File: src/rtl/bus_uart_tx.sv
// rtl/bus_uart_tx.sv - register-mapped UART transmitter with TX FIFO
//
// Writes to address 0x0 (TXDATA) push wr_data[7:0] into the TX FIFO.
// Writes to 0x4 (CTRL) set enable from wr_data[0].
// Any other address gets a decode-error response and has no other effect.
// A serializer drains the FIFO as 8N1 frames, LSB first.
// Define BUS_UART_TX_PARITY_EN to insert an even-parity bit, giving 8E1 frames.
//
// Ports:
//   clk, rst_n          clock (rising edge) and synchronous active-low reset
//   wr_valid/wr_ready   write request handshake; wr_addr, wr_data request payload
//   resp_valid/ready    write response handshake; resp_err = 1 for decode error
//   tx                  registered serial output, idle high
//   busy                FIFO non-empty or frame in progress
module bus_uart_tx #(
  parameter int FIFO_DEPTH   = 8,
  parameter int CLKS_PER_BIT = 16
) (
  input  logic        clk,
  input  logic        rst_n,
  input  logic        wr_valid,
  output logic        wr_ready,
  input  logic [31:0] wr_addr,
  input  logic [31:0] wr_data,
  output logic        resp_valid,
  input  logic        resp_ready,
  output logic        resp_err,
  output logic        tx,
  output logic        busy
);

  localparam int PTR_W = $clog2(FIFO_DEPTH);
  localparam int CNT_W = PTR_W + 1;
  localparam int CLK_W = $clog2(CLKS_PER_BIT);
  localparam logic [CLK_W-1:0] CLK_LAST = CLK_W'(CLKS_PER_BIT - 1);
  localparam logic [CNT_W-1:0] CNT_FULL = CNT_W'(FIFO_DEPTH);

`ifdef BUS_UART_TX_PARITY_EN
  typedef enum logic [2:0] {S_IDLE, S_START, S_DATA, S_PARITY, S_STOP} state_t;
`else
  typedef enum logic [1:0] {S_IDLE, S_START, S_DATA, S_STOP} state_t;
`endif

  logic             rdy_q, rdy_d;
  logic             resp_valid_q, resp_valid_d;
  logic             resp_err_q, resp_err_d;
  logic             enable_q, enable_d;
  logic [PTR_W-1:0] wr_ptr_q, wr_ptr_d, rd_ptr_q, rd_ptr_d;
  logic [CNT_W-1:0] count_q, count_d;
  state_t           state_q, state_d;
  logic [CLK_W-1:0] clk_cnt_q, clk_cnt_d;
  logic [2:0]       bit_cnt_q, bit_cnt_d;
  logic [7:0]       shift_q, shift_d;
  logic             tx_q, tx_d;
`ifdef BUS_UART_TX_PARITY_EN
  logic             parity_q, parity_d;
`endif
  logic [7:0]       mem_q [FIFO_DEPTH];

  logic is_txdata, is_ctrl, fifo_full, fifo_empty, accept, push, pop, bit_end;
  logic unused_ok;

  assign unused_ok = ^wr_data[31:8];

  always_comb begin
    is_txdata  = (wr_addr == 32'h0);
    is_ctrl    = (wr_addr == 32'h4);
    fifo_full  = (count_q == CNT_FULL);
    fifo_empty = (count_q == '0);
    // Only a TXDATA write waits for FIFO space; CTRL and errors never stall.
    wr_ready   = rdy_q & ~resp_valid_q & ~(is_txdata & fifo_full);
    accept     = wr_valid & wr_ready;
    push       = accept & is_txdata;
    bit_end    = (clk_cnt_q == CLK_LAST);

    rdy_d        = 1'b1;
    resp_valid_d = resp_valid_q;
    resp_err_d   = resp_err_q;
    enable_d     = enable_q;
    wr_ptr_d     = wr_ptr_q;
    rd_ptr_d     = rd_ptr_q;
    state_d      = state_q;
    bit_cnt_d    = bit_cnt_q;
    shift_d      = shift_q;
    tx_d         = tx_q;
`ifdef BUS_UART_TX_PARITY_EN
    parity_d     = parity_q;
`endif
    pop          = 1'b0;
    clk_cnt_d    = (state_q == S_IDLE || bit_end) ? '0 : clk_cnt_q + CLK_W'(1);

    if (accept) begin
      resp_valid_d = 1'b1;
      resp_err_d   = ~(is_txdata | is_ctrl);
      if (is_ctrl) enable_d = wr_data[0];
    end else if (resp_valid_q && resp_ready) begin
      resp_valid_d = 1'b0;
    end

    case (state_q)
      S_IDLE: begin
        if (enable_q && !fifo_empty) begin
          pop     = 1'b1;
          state_d = S_START;
          tx_d    = 1'b0;
        end
      end
      S_START: begin
        if (bit_end) begin
          state_d   = S_DATA;
          bit_cnt_d = 3'd0;
          tx_d      = shift_q[0];
        end
      end
      S_DATA: begin
        if (bit_end) begin
          if (bit_cnt_q == 3'd7) begin
`ifdef BUS_UART_TX_PARITY_EN
            state_d = S_PARITY;
            tx_d    = parity_q;
`else
            state_d = S_STOP;
            tx_d    = 1'b1;
`endif
          end else begin
            bit_cnt_d = bit_cnt_q + 3'd1;
            shift_d   = {1'b0, shift_q[7:1]};
            tx_d      = shift_q[1];
          end
        end
      end
`ifdef BUS_UART_TX_PARITY_EN
      S_PARITY: begin
        if (bit_end) begin
          state_d = S_STOP;
          tx_d    = 1'b1;
        end
      end
`endif
      S_STOP: begin
        if (bit_end) begin
          // Chain straight into the next start bit to avoid an idle gap.
          if (enable_q && !fifo_empty) begin
            pop     = 1'b1;
            state_d = S_START;
            tx_d    = 1'b0;
          end else begin
            state_d = S_IDLE;
          end
        end
      end
      default: state_d = S_IDLE;
    endcase

    if (pop) begin
      shift_d  = mem_q[rd_ptr_q];
`ifdef BUS_UART_TX_PARITY_EN
      parity_d = ^mem_q[rd_ptr_q];
`endif
      rd_ptr_d = rd_ptr_q + PTR_W'(1);
    end
    if (push) wr_ptr_d = wr_ptr_q + PTR_W'(1);
    count_d = count_q + CNT_W'(push) - CNT_W'(pop);
  end

  always_ff @(posedge clk) begin
    if (!rst_n) begin
      rdy_q        <= 1'b0;
      resp_valid_q <= 1'b0;
      resp_err_q   <= 1'b0;
      enable_q     <= 1'b1;
      wr_ptr_q     <= '0;
      rd_ptr_q     <= '0;
      count_q      <= '0;
      state_q      <= S_IDLE;
      clk_cnt_q    <= '0;
      bit_cnt_q    <= '0;
      shift_q      <= '0;
      tx_q         <= 1'b1;
`ifdef BUS_UART_TX_PARITY_EN
      parity_q     <= 1'b0;
`endif
    end else begin
      rdy_q        <= rdy_d;
      resp_valid_q <= resp_valid_d;
      resp_err_q   <= resp_err_d;
      enable_q     <= enable_d;
      wr_ptr_q     <= wr_ptr_d;
      rd_ptr_q     <= rd_ptr_d;
      count_q      <= count_d;
      state_q      <= state_d;
      clk_cnt_q    <= clk_cnt_d;
      bit_cnt_q    <= bit_cnt_d;
      shift_q      <= shift_d;
      tx_q         <= tx_d;
`ifdef BUS_UART_TX_PARITY_EN
      parity_q     <= parity_d;
`endif
    end
  end

  // Storage needs no reset: the pointers and count decide what is valid.
  always_ff @(posedge clk) begin
    if (push) mem_q[wr_ptr_q] <= wr_data[7:0];
  end

  assign resp_valid = resp_valid_q;
  assign resp_err   = resp_err_q;
  assign tx         = tx_q;
  assign busy       = (count_q != '0) || (state_q != S_IDLE);

endmodule

File: config.mk
export PLATFORM = sky130hd
export DESIGN_NAME = bus_uart_tx
export DESIGN_NICKNAME = d
export VERILOG_FILES = /design/src/rtl/bus_uart_tx.sv
export SDC_FILE = /design/constraint.sdc
export NUM_CORES = 1
export LEC_CHECK = 0
export ABC_AREA = 1
export CAP_MARGIN = 20
export CORE_ASPECT_RATIO = 1.25
export CORE_MARGIN = 4
export CORE_UTILIZATION = 30
export CTS_CLUSTER_DIAMETER = 120
export CTS_CLUSTER_SIZE = 10
export DETAILED_ROUTE_END_ITERATION = 12
export PLACE_DENSITY = 0.57
export REMOVE_ABC_BUFFERS = 1
export SLEW_MARGIN = 30
export SYNTH_ARGS = -nofsm -noshare
export SYNTH_HDL_FRONTEND = slang
export SYNTH_SLANG_ARGS = --single-unit
export TNS_END_PERCENT = 30
File: constraint.sdc
create_clock -name clk -period 2.34 [get_ports clk]
set_input_delay 0.468 -clock clk [delete_from_list [all_inputs] [get_ports clk]]
set_output_delay 0.468 -clock clk [all_outputs]
set_load 0.02 [all_outputs]
==> flow_summary.json, run 1 <==
{
  "overflow": 0,
  "cpMaxStageDelayCell": "fa_2",
  "synth_area_um2": 4270,
  "area_growth_pct": 28.6,
  "ant_nets": 0,
  "vias": 3186,
  "clk_latency_ns": 0.34,
  "fp.coreArea_um2": 13900,
  "crit_fanout": 2,
  "grt_max_degree": 33,
  "drc": 0,
  "avgRoutedWirePerCell_um": 14.7,
  "max_cap_viol_count": 0,
  "grt_pass1_vias": 3202,
  "cp-end-kind": "flop",
  "clk_path_buf_depth": 2,
  "crit_path_start_kind": "input port",
  "postCtsHoldBufs": 0,
  "setup_slack_ns": 0.0840,
  "dieArea_um2": 16200,
  "yosysSeqAreaShare": 0.614,
  "die_w_um": 115,
  "outcome": "finished, final reports clean",
  "r2r_end": "count_q[1]",
  "worstPathCellList": "clkdlybuf4s50_1, nor2_1, nand2_1, nor2_2, nand2_2, nor2_4, nand4_4, ha_4, inv_2, ha_4, inv_4, fa_2, nor2_1",
  "hold_slack_ns": 0.443,
  "clkTransAtPathRegs_ns": 0.07,
  "preCtsSetupSlack_ns": -0.440,
  "port_buffers": 48,
  "drt-total-wl_mm": 9.68,
  "dp_hpwl_mm": 6.56,
  "nets": 562,
  "dr.pass1.iters": 4,
  "slowest_delay_ns": 0.51,
  "vdd_drop_max_mv": 0.461,
  "max_freq_mhz": 443,
  "via_per_inst": 4.84,
  "worstSetupStartpoint": "wr_addr[5]",
  "antenna_found_initial": 0,
  "max-slew-margin-rel": 0.648,
  "drt_iter0_markers": 191,
  "required_ns": 2.56,
  "io_pins": 73,
  "setup-tns-final_ns": 0,
  "rrSetupSlack_ns": 0.17,
  "p_leak_nw": 2.14,
  "power_density_nw_per_um2": 924,
  "power.total_mw": 5.07,
  "synth_seq_cells": 99,
  "cts_tree": "built",
  "die_height_um": 141,
  "cts.sinks": 99,
  "cp_num_buf_inv": 3,
  "hold_path_depth": 1,
  "start_util": 0.308,
  "synth_cell_types": 31,
  "drive_gt1_frac": 0.141,
  "cts_max_level": 3,
  "antenna_cells": 0,
  "fin_crit_sh": 0.964,
  "worst_path_dominant_cell_family": "adder cells",
  "final_max_slew_viol_count": 0,
  "grt_first_pass_wirelength_mm": 15.2,
  "r2r_cells": 11,
  "cts_made_buffers": 9,
  "cts_root_buf": "clkbuf_16",
  "worstMarginPinSlew_ns": 0.527,
  "crit_type": "in -> reg",
  "synthCells": 409,
  "finClkSkew_ns": 0.00848,
  "avgSynthCellArea_um2": 10.4,
  "row_count": 48,
  "grt_util_all_layers": 0.120,
  "yosysWarnings": 0,
  "rr_startpoint": "state_q[0]",
  "cp.arrival_ns": 2.47,
  "hold_path_startpoint": "rd_ptr_q[2]",
  "period_minus_slack_ns": 2.26,
  "min_path_type": "reg -> reg",
  "finalSetupViolCount": 0,
  "hold_viol": 0,
  "post-route-util": 0.396,
  "gp_congestion": 0.750
}
-- Yosys cell counts, drive strengths merged --
cell	number	area [um2]
clkinv	1	5.00
edfxtp	64	1920
xor2	3	26.3
nand3	19	100
or2	1	6.26
clkbuf	10	37.5
buf	3	17.5
o21ai	58	290
and2	1	6.26
fa	1	20.0
ha	15	188
inv	34	128
nor2	71	282
dfxtp	35	701
nor3	9	55.1
nand2	36	153
nand4	5	46.3
a21oi	24	120
a211oi	1	7.51
o211a	1	10.0
o221ai	16	140
nand3b	1	7.51
-- cells in the final DEF, fill, tap and decap left out, drive strengths merged, types with 5 or more instances in the layout --
| cell | Yosys | final |
|---|---|---|
| nand3 | 19 | 19 |
| buf | 3 | 23 |
| clkbuf | 10 | 12 |
| nand2 | 36 | 36 |
| ha | 15 | 15 |
| o221ai | 16 | 16 |
| dfxtp | 35 | 35 |
| clkdlybuf4s50 | 0 | 28 |
| a21oi | 24 | 24 |
| nor3 | 9 | 9 |
| dlymetal6s2s | 0 | 19 |
| nor2 | 71 | 71 |
| inv | 34 | 36 |
| edfxtp | 64 | 64 |
| o21ai | 58 | 58 |
| nand4 | 5 | 5 |
-- report_power, final --
group / internal (mW) / total, mW / switching, mW
Sequential: 1.98 / 2.05 / 0.0681
Clock: 0.756 / 1.38 / 0.625
Combinational: 0.643 / 1.64 / 0.999
-- worst max path at each step --
| stage | end | slack (ns) | cells past startpoint |
|---|---|---|---|
| 2_1_floorplan | count_q[2] | -0.02 | 12 |
| 3_3_place_gp | count_q[2] | -0.42 | 14 |
| 3_5_place_dp | count_q[3] | -0.44 | 15 |
| 4_1_cts | count_q[2] | -0.06 | 14 |
| 5_1_grt | count_q[3] | -0.04 | 15 |
| 6_report | count_q[1] | 0.08 | 13 |
-- per-stage QoR --
| step | cells | instance area [um2] |
|---|---|---|
| after global routing | 658 | 5490 |
| after global placement | 640 | 5080 |
| after CTS | 656 | 5370 |
| after floorplan | 396 | 4210 |
| final | 658 | 5490 |
| after detailed placement | 640 | 5080 |
-- what timing repair did --
action / in CTS / in global routing
hold endpoints to repair: 0 / 0
buffers inserted: 0 / 2
pin swaps: 0 / 29
gates resized for setup: 3 / 38
setup endpoints to repair: 4 / 10
-- worst register-to-register path, cell delays in order (launching register included) --
cell and delay, ns:
dfxtp_2 0.36, inv_1 0.07, ha_1 0.34, a21oi_2 0.13
nand3_2 0.10, inv_2 0.09, ha_4 0.20, inv_2 0.06
ha_4 0.13, inv_4 0.04, fa_2 0.51, nor2_1 0.04
-- cell type report --
type                    instances  area [um2]
clock buffers                  11         243
clock inverters                 5        36.3
fillers                      1335        8380
inverters                      35         135
multi-input cells             262        1520
flip-flops and latches         99        2620
well taps                     175         219
repair buffers                 71         708
-- flip-flops by register name, summed over array words and instances, names as in the netlist, named ones only --
register    count
bit_cnt_q       3
state_q         2
enable_q        1
tx              1
resp_valid      1
count_q         4
mem_q          64
rd_ptr_q        3
shift_q         8
rdy_q           1
clk_cnt_q       4
wr_ptr_q        3
resp_err        1
-- cells by family after synthesis --
logic type                 synth area share
adders and majority gates            0.0487
DFF                                   0.614
AOI/OAI and AO/OA                     0.133
and+or+nand+nor                       0.154
xor gates and xnor gates            0.00616
buffers and inverters                0.0440
-- metal layers --
metal	track usage	up-vias	wire, um	part of all wire
li1	-	1576	-	-
met1	0.137	1509	3950	0.41
met2	0.213	87	5030	0.52
met3	0.0337	14	538	0.056
met4	0.0444	0	167	0.017
met5	0	-	0	0
(Power assumes the default switching activity.)
==> run 2, diff against run 1 <==
--- a/config.mk
+++ b/config.mk
@@ -19,4 +19,3 @@
 export SYNTH_ARGS = -nofsm -noshare
 export SYNTH_HDL_FRONTEND = slang
 export SYNTH_SLANG_ARGS = --single-unit
-export TNS_END_PERCENT = 30
==> run 2 against run 1 <==
  * Utilization up 0.79 points
  * Count of clock-buffer cells in the layout unchanged
  * Critical path depth decreased by 4
  * Total power increased by 0.12%
  * Global-route usage grew 0.18 points
  * Sequential power about the same
  * Non-clock buffer count rose by 10
  * Largest cell class unchanged
  * Highest routed layer unchanged
==> flow_summary.json, run 2 (synthesis results as in run 1) <==
{
  "outcome": "finished, final reports clean",
  "seqPwrFrac": 0.404,
  "finClkSkew_ns": 0.00780,
  "hold_viol": 0,
  "grt_max_degree": 33,
  "dp_hpwl_mm": 6.56,
  "final_cell_mix": "edfxtp_1, nor2_1, o21ai_0",
  "dieArea_um2": 16200,
  "grt_util_all_layers": 0.122,
  "crit_fanout": 2,
  "die_w_um": 115,
  "hold_path_startpoint": "rd_ptr_q[2]",
  "period_minus_slack_ns": 2.30,
  "p_int_mw": 3.39,
  "r2r_cells": 11,
  "power.share.combinational": 0.325,
  "rr_startpoint": "state_q[0]",
  "ant_nets": 0,
  "fin_crit_sh": 0.983,
  "preCtsSetupSlack_ns": -0.440,
  "row_count": 48,
  "die_height_um": 141,
  "p_switching_mw": 1.69,
  "drt-total-wl_mm": 9.89,
  "hold_slack_ns": 0.443,
  "required_ns": 1.87,
  "largest_reg_flops": 64,
  "drc": 0,
  "area_growth_pct": 31.2,
  "antenna_cells": 0,
  "p_leak_nw": 2.29,
  "port_buffers": 48,
  "netSwitchingFraction": 0.333,
  "largest_register": "mem_q",
  "antenna_found_initial": 0,
  "max-slew-margin-rel": 0.636,
  "worstSetupStartpoint": "wr_addr[13]",
  "cts.sinks": 99,
  "clkPwrFrac": 0.272,
  "grt_pass1_vias": 3253,
  "dr.pass1.iters": 4,
  "gp_congestion": 0.750,
  "start_util": 0.308,
  "top_regs": "mem_q: 64 flops, shift_q: 8 flops",
  "crit_end": "wr_ready",
  "avgRoutedWirePerCell_um": 14.8,
  "r2r_end": "count_q[1]",
  "final_common_cell": "edfxtp_1",
  "cts_max_level": 3,
  "max_freq_mhz": 435,
  "vias": 3207,
  "drive_gt1_frac": 0.158,
  "cp-end-kind": "output pin",
  "cts_tree": "built",
  "fp.coreArea_um2": 13900,
  "clk_latency_ns": 0.34,
  "overflow": 0,
  "rrSetupSlack_ns": 0.17,
  "crit_path_start_kind": "input port",
  "clkTransAtPathRegs_ns": 0.06,
  "crit_type": "in -> out",
  "cts_root_buf": "clkbuf_16",
  "nets": 572,
  "cp.arrival_ns": 1.83,
  "grt_first_pass_wirelength_mm": 15.4,
  "setup_slack_ns": 0.0407,
  "max_cap_viol_count": 0,
  "power_density_nw_per_um2": 907,
  "cts_made_buffers": 9,
  "io_pins": 73,
  "postCtsHoldBufs": 0,
  "final_max_slew_viol_count": 0,
  "vdd_drop_max_mv": 0.464,
  "finalSetupViolCount": 0,
  "clk_path_buf_depth": 2,
  "min_path_type": "reg -> reg",
  "worstMarginPinSlew_ns": 0.545,
  "via_per_inst": 4.80,
  "drt_iter0_markers": 172
}
-- run 2: per-stage QoR --
step                      std cells  TNS (ns)  power, mW  instance area, um2   util
after CTS                       666         0       5.06                5460  0.393
after global routing            668   -0.0311       5.42                5600  0.404
final                           668         0       5.08                5600  0.404
after global placement          640    -10.85       3.58                5080  0.366
after detailed placement        640    -14.44       3.64                5080  0.366
after floorplan                 396   -0.0214       3.03                4210      -
-- run 2: what timing repair did --
item / 4_1_cts / 5_1_grt
setup buffers: 10 / 2
setup endpoints to repair: 4 / 38
cloned: 0 / 0
gates resized for setup: 7 / 45
endpoints found under the hold margin: 0 / 0
pin swaps: 5 / 38
-- run 2: per-layer routing --
layer,GRT usage,up-vias,part of all wire
li1,-,1598,-
met1,0.139,1517,0.40
met2,0.216,80,0.53
met3,0.0337,12,0.056
met4,0.0444,0,0.015
met5,0,-,0
-- run 2: layout make-up --
cell class | count | area, um2
Fill cell | 1325 | 8270
Sequential cell | 99 | 2620
Multi-Input combinational cell | 262 | 1530
Timing Repair Buffer | 81 | 816
Clock buffer | 11 | 243
Tap cell | 175 | 219
Inverter | 35 | 135
Clock inverter | 5 | 36.3
-- run 2: worst max-delay path: stages --
cell	delay, ns
clkdlybuf4s50_1	0.40
nor2_1	0.11
nand2_1	0.07
nor2_2	0.11
nand2_2	0.08
nor2_4	0.11
buf_4	0.12
a21oi_1	0.07
clkdlybuf4s15_1	0.30
-- run 2: how the worst min path moves through the flow --
stage          slack, ns  cells after the start     endpoint
3_3_place_gp        0.42                      1         flop
5_1_grt             0.49                      1  rd_ptr_q[2]
4_1_cts             0.45                      1         flop
2_1_floorplan       0.41                      1         flop
3_5_place_dp        0.44                      1         flop
6_report            0.44                      1         flop
-- run 2: power groups by stage --
stage               clock network, mW  registers [mW]  logic (mW)
CTS                              1.41            2.05        1.60
global route                     1.48            2.07        1.87
global placement                    0            2.08        1.50
detailed placement                  0            2.09        1.55
finish                           1.38            2.05        1.65
floorplan                           0            2.14       0.887
==> variant 1: new RTL, config.mk and constraints of run 2 <==
Re-encode `state_t` (4 states) as Gray code, 2 bits wide.
--- a/src/rtl/bus_uart_tx.sv
+++ b/src/rtl/bus_uart_tx.sv
@@ -38,7 +38,7 @@
 `ifdef BUS_UART_TX_PARITY_EN
   typedef enum logic [2:0] {S_IDLE, S_START, S_DATA, S_PARITY, S_STOP} state_t;
 `else
-  typedef enum logic [1:0] {S_IDLE, S_START, S_DATA, S_STOP} state_t;
+  typedef enum logic [1:0] {S_IDLE = 2'b00, S_START = 2'b01, S_DATA = 2'b11, S_STOP = 2'b10} state_t;
 `endif
 
   logic             rdy_q, rdy_d;
Function: same outputs for any inputs over 10 cycles, from zero or initial values and one cycle with rst_n low; not proved beyond that.
==> variant 1 against run 2 <==
Final area down 2.2%; sequential share of layout area up 1.0 points; power shrank 6.1%; critical path depth fell by 3; area after synthesis down 2.2%; sequential cell count stayed put; setup slack better by 130 ps; largest power group unchanged; non-clock buffer count shrank 1; routed wire length decreased by 0.56%.
==> variant 1: results (changes against run 2) <==
* Global Route Usage Sum at 12.5% (+0.33 points)
* Seq/Total Area, Yosys at 62.8% (+1.4 points)
* Worst path max stage delay at 340 ps (-60 ps)
* Top Metal Used: met4
* Synth Area in XOR/XNOR at 0.629% (+0.014 points)
* Max IR drop VDD at 0.000475 V (+2.5%)
* Resized cells post-CTS at 11 (+4)
* Hpwl dp at 6.55 mm (-0.22%)
* Worst-path fanout max at 3 (+1)
* Regs by FF count: mem_q x64, shift_q x8
* Largest net degree at the start of global routing at 33 (unchanged)
* Final Net Count at 554 (-3.1%)
* R2r worst-path depth at 14 (+3)
* Critical path origin: count_q[2]$_SDFF_PN0_
* Worst Hold Class: flop to flop
* Worst R2R End: count_q[2]$_SDFF_PN0_
* 1st-iter DRT viols at 131 (-24%)
* Final Skew at 6.78 ps (-1.02 ps)
* CTS root buf: clkbuf_16
* R2R Path Start: clk_cnt_q[0]$_SDFF_PP0_
* Min Hold Slack at 453 ps (+9.59 ps)
* Placer congestion estimate at 0.767 (+2.3%)
* DRT Pass-1 Iters at 4 (unchanged)
* Synthesis Warnings at 0 (unchanged)
* Reg clk slew, reported paths at 70 ps
* Worst-Margin Slew at 449 ps (-96.4 ps)
* Flop2flop setup slack at 210 ps (+40 ps)
* Initial antenna violation count at 0 (unchanged)
* Routed length on met1 at 4.26 mm (+8.9%)
* Synth cell count leaders: nor2_1 (68), edfxtp_1 (64), o21ai_0 (47)
* Status: completed
* HP Start: clk_cnt_q[0]$_SDFF_PP0_
* Routed WL at 9.84 mm (-0.56%)
* Number of synthesized flops with an enable pin at 64 (unchanged)
* First-pass GRT wire length at 15.9 mm (+3.1%)
* Leak at 2.27 nW (-0.91%)
* Num CTS Buffers at 9 (unchanged)
* WHS Endpoint: clk_cnt_q[0]$_SDFF_PP0_
* Post-synth cell types at 30 (-3.2%)
* Sw frac at 31.6% (-1.7 points)
* Hold Path Stages at 1 (unchanged)
* Met2 wire length at 5.10 mm (-3.3%)
* Reg with most FFs: mem_q
* Compound-cell area share of the yosys netlist at 12.9% (-0.39 points)
* Layout cells sized above 1 at 15.9% (+0.045 points)
* Crit path DAT at 1700 ps (-130 ps)
* Synth top area cells: edfxtp_1 (46%), dfxtp_1 (17%), nor2_1 (6.1%)
* CP max stage cell: clkdlybuf4s15_1
* Adder-cell share of the synthesized area at 3.78% (-1.1 points)
* Met3 wire length at 277 um (-50%)
* Pre-CTS WS at -444 ps (-3.81 ps)
* CTS H-tree depth at 3 (unchanged)
* Routed via count at 3168 (-1.2%)
-- variant 1: routing by layer --
metal  vias to the layer above  global-route usage (%)
met5                         -                       0
met4                         0                    4.37
met3                        18                    1.68
met2                        57                    22.3
met1                      1536                    15.5
li1                       1557                       -
-- variant 1: power by group through the flow --
stage	clock [W]	sequential, W	combinational (W)
floorplan	0	0.00214	0.000704
global placement	0	0.00213	0.00118
detailed placement	0	0.00213	0.00121
CTS	0.00142	0.00210	0.00126
global route	0.00151	0.00212	0.00144
finish	0.00140	0.00210	0.00127
-- variant 1: worst max-delay path by stage --
stage	to	slack, ps	cells after the start
6_report	wr_ready	170	6
2_1_floorplan	count_q[2]$_SDFF_PN0_	20	14
3_3_place_gp	count_q[2]$_SDFF_PN0_	-430	14
4_1_cts	wr_ready	20	8
3_5_place_dp	count_q[2]$_SDFF_PN0_	-440	14
5_1_grt	wr_ready	50	6
-- variant 1: per-stage QoR --
step	instances	instance area [sq um]	utilization (%)
final	650	5480	40.7
after global routing	650	5480	40.7
after CTS	650	5370	39.9
after detailed placement	624	4970	36.9
after global placement	624	4970	36.9
after floorplan	383	4110	-
-- variant 1: final cells by class --
| class | count | area, sq um |
|---|---|---|
| Tap cell | 171 | 214 |
| Sequential cell | 99 | 2620 |
| Fill cell | 1281 | 7990 |
| Timing Repair Buffer | 80 | 801 |
| Multi-Input combinational cell | 253 | 1430 |
| Clock inverter | 6 | 47.5 |
| Inverter | 31 | 121 |
| Clock buffer | 10 | 239 |
-- variant 1: critical path, delay by kind of cell, from the launching register on --
| family | cells | cell delay [ps] |
|---|---|---|
| flip-flops | 1 | 310 |
| adder cells (fa/ha/maj) | 1 | 200 |
| buffers and inverters | 3 | 490 |
| AO/OA/AOI/OAI | 1 | 210 |
| AND/OR/NAND/NOR | 1 | 160 |
==> variant 2: new RTL, flow settings as in run 2 <==
Without the edit above. Build with the macro `BUS_UART_TX_PARITY_EN` defined.
--- a/src/rtl/bus_uart_tx.sv
+++ b/src/rtl/bus_uart_tx.sv
@@ -12,6 +12,8 @@
 //   resp_valid/ready    write response handshake; resp_err = 1 for decode error
 //   tx                  registered serial output, idle high
 //   busy                FIFO non-empty or frame in progress
+`define BUS_UART_TX_PARITY_EN
+
 module bus_uart_tx #(
   parameter int FIFO_DEPTH   = 8,
   parameter int CLKS_PER_BIT = 16
Behaviour: same outputs for any inputs over 10 cycles, from zero or initial values and one cycle with rst_n low; that may be too few to reach the edited logic, so the function may still have changed.
==> variant 2 against run 2 <==
Setup slack gained 63 ps; power rose by 14%; sequential power grew 6%; via count up 19%; area after synthesis increased by 12%; final area grew 6.9%; sequential cell count is 2 higher; maximum frequency up 2.8%; register-to-register slack worse by 30 ps; core utilization shrank 1.9 points; count of clock-buffer cells in the layout fell by 1; clock skew down 2.8 ps; routed wire length rose by 9.9%; critical endpoint is now count_q[1]$_SDFF_PN0_.
==> variant 2: results (changes against run 2) <==
* Status: completed
* Initial antenna violation count at 0 (unchanged)
* Sw frac at 36.5% (+3.2 points)
* CP Class: input pin to flop
* CP delay by family, top: adder cells
* Final Skew at 5.03 ps (-2.76 ps)
* Synthesis Warnings at 0 (unchanged)
* Synth top area cells: edfxtp_1 (40%), dfxtp_1 (16%), nand2_1 (14%)
* Final Net Count at 701 (+23%)
* Worst path max stage delay at 510 ps (+110 ps)
* Diodes inserted at 0 (unchanged)
* CP max stage cell: fa_2
* Endpoints failing setup at 0 (unchanged)
* Synth Flop Type: edfxtp_1
* Placed cell area at 0.00559 sq mm (+10%)
* Async S/R FF share, synth at 0% (unchanged)
* HP Start: clk_cnt_q[0]$_SDFF_PP0_
* 1st-iter DRT viols at 140 (-19%)
* Worst-Margin Slew at 538 ps (-6.98 ps)
* Non-Filler Instances at 838 (+25%)
* Leak at 2.65 nW (+16%)
* Placer congestion estimate at 0.756 (+0.88%)
* CTS H-tree depth at 3 (unchanged)
* Later-pin clock latency in the skew report at 340 ps (about the same)
* Max IR drop VDD at 0.000354 V (-24%)
* Cell count after placement at 820 (+28%)
* Worst Hold Class: flop to flop
* Post-synth cell types at 42 (+35%)
* Syn Inst Count at 555 (+36%)
* Seq/Total Area, Yosys at 55.8% (-5.6 points)
* Worst-path fanout max at 2 (unchanged)
* R2R Path Start: count_q[2]$_SDFF_PN0_
* Hpwl dp at 7.39 mm (+13%)
* Synth Register Bits at 101 (+2.0%)
* Layout cells sized above 1 at 10.1% (-5.8 points)
* Number of synthesized flops with an enable pin at 64 (unchanged)
* Num CTS Buffers at 9 (unchanged)
* DRT Pass-1 Iters at 4 (unchanged)
* Routed WL per cell at 13.0 um (-12%)
* Crit path DAT at 2450 ps (+620 ps)
* Synth cell count leaders: nand2_1 (178), inv_1 (74), edfxtp_1 (64)
* Global Route Usage Sum at 12.7% (+0.47 points)
* I/O Buffers at 48 (unchanged)
* # Max-Cap Violations at 0 (unchanged)
* First-pass GRT wire length at 17.9 mm (+16%)
* Clock Path Buffers at 2 (unchanged)
* Largest net degree at the start of global routing at 32 (-3.0%)
* Pre-CTS WS at -542 ps (-102 ps)
* CTS root buf: clkbuf_16
* Critical path origin: wr_addr[1]
* Regs by FF count: mem_q x64, shift_q x8
* Reg clk slew, reported paths at 60 ps (about the same)
* Routed via count at 3829 (+19%)
==> variant 2: path summary, 6_finish.rpt <==
kind	end	slack (ps)	depth (start not counted)
max reg2reg	count_q[1]$_SDFF_PN0_	140	11
min	clk_cnt_q[0]$_SDFF_PP0_	450	1
max	count_q[1]$_SDFF_PN0_	100	12
min reg2reg	clk_cnt_q[0]$_SDFF_PP0_	450	1
==> variant 2: cells by family after synthesis <==
kind of cell | Yosys count | synth area share [%]
AND/OR/NAND/NOR | 298 | 26.5
buffers and inverters | 92 | 7.92
flip-flops | 101 | 55.8
AO/OA/AOI/OAI | 49 | 5.93
adder cells (fa/ha/maj) | 12 | 3.31
XOR/XNOR | 3 | 0.551
==> variant 2: layout make-up <==
cell class	count	area [sq um]
tap	212	265
clock buffer	10	229
timing repair buffer	70	669
inverter	77	297
sequential	101	2660
clock inverter	6	62.6
multi-input combinational	362	1800
fill	1573	9580
==> variant 2: metal layers <==
layer,share of wire (%),wire length [um],vias to the layer above,GRT usage (%)
li1,-,-,1934,-
met1,42,4570,1804,14.5
met2,52,5650,79,23.0
met3,4.6,503,12,2.81
met4,1.4,155,0,4.59
met5,0,0,-,0
==> variant 2: power by group through the flow <==
| stage | combinational [W] | clock (W) | sequential (W) |
|---|---|---|---|
| after detailed placement | 0.00212 | 0 | 0.00221 |
| final | 0.00217 | 0.00145 | 0.00218 |
| after global routing | 0.00250 | 0.00157 | 0.00220 |
| after floorplan | 0.00138 | 0 | 0.00226 |
| after global placement | 0.00205 | 0 | 0.00221 |
| after CTS | 0.00217 | 0.00148 | 0.00218 |
==> variant 2: timing repair <==
item                                    CTS  global route
endpoints found under the setup margin   45            69
setup buffers                             1             1
resized for setup                        30            23
hold endpoints to repair                  0             0
pin swaps                                16            20
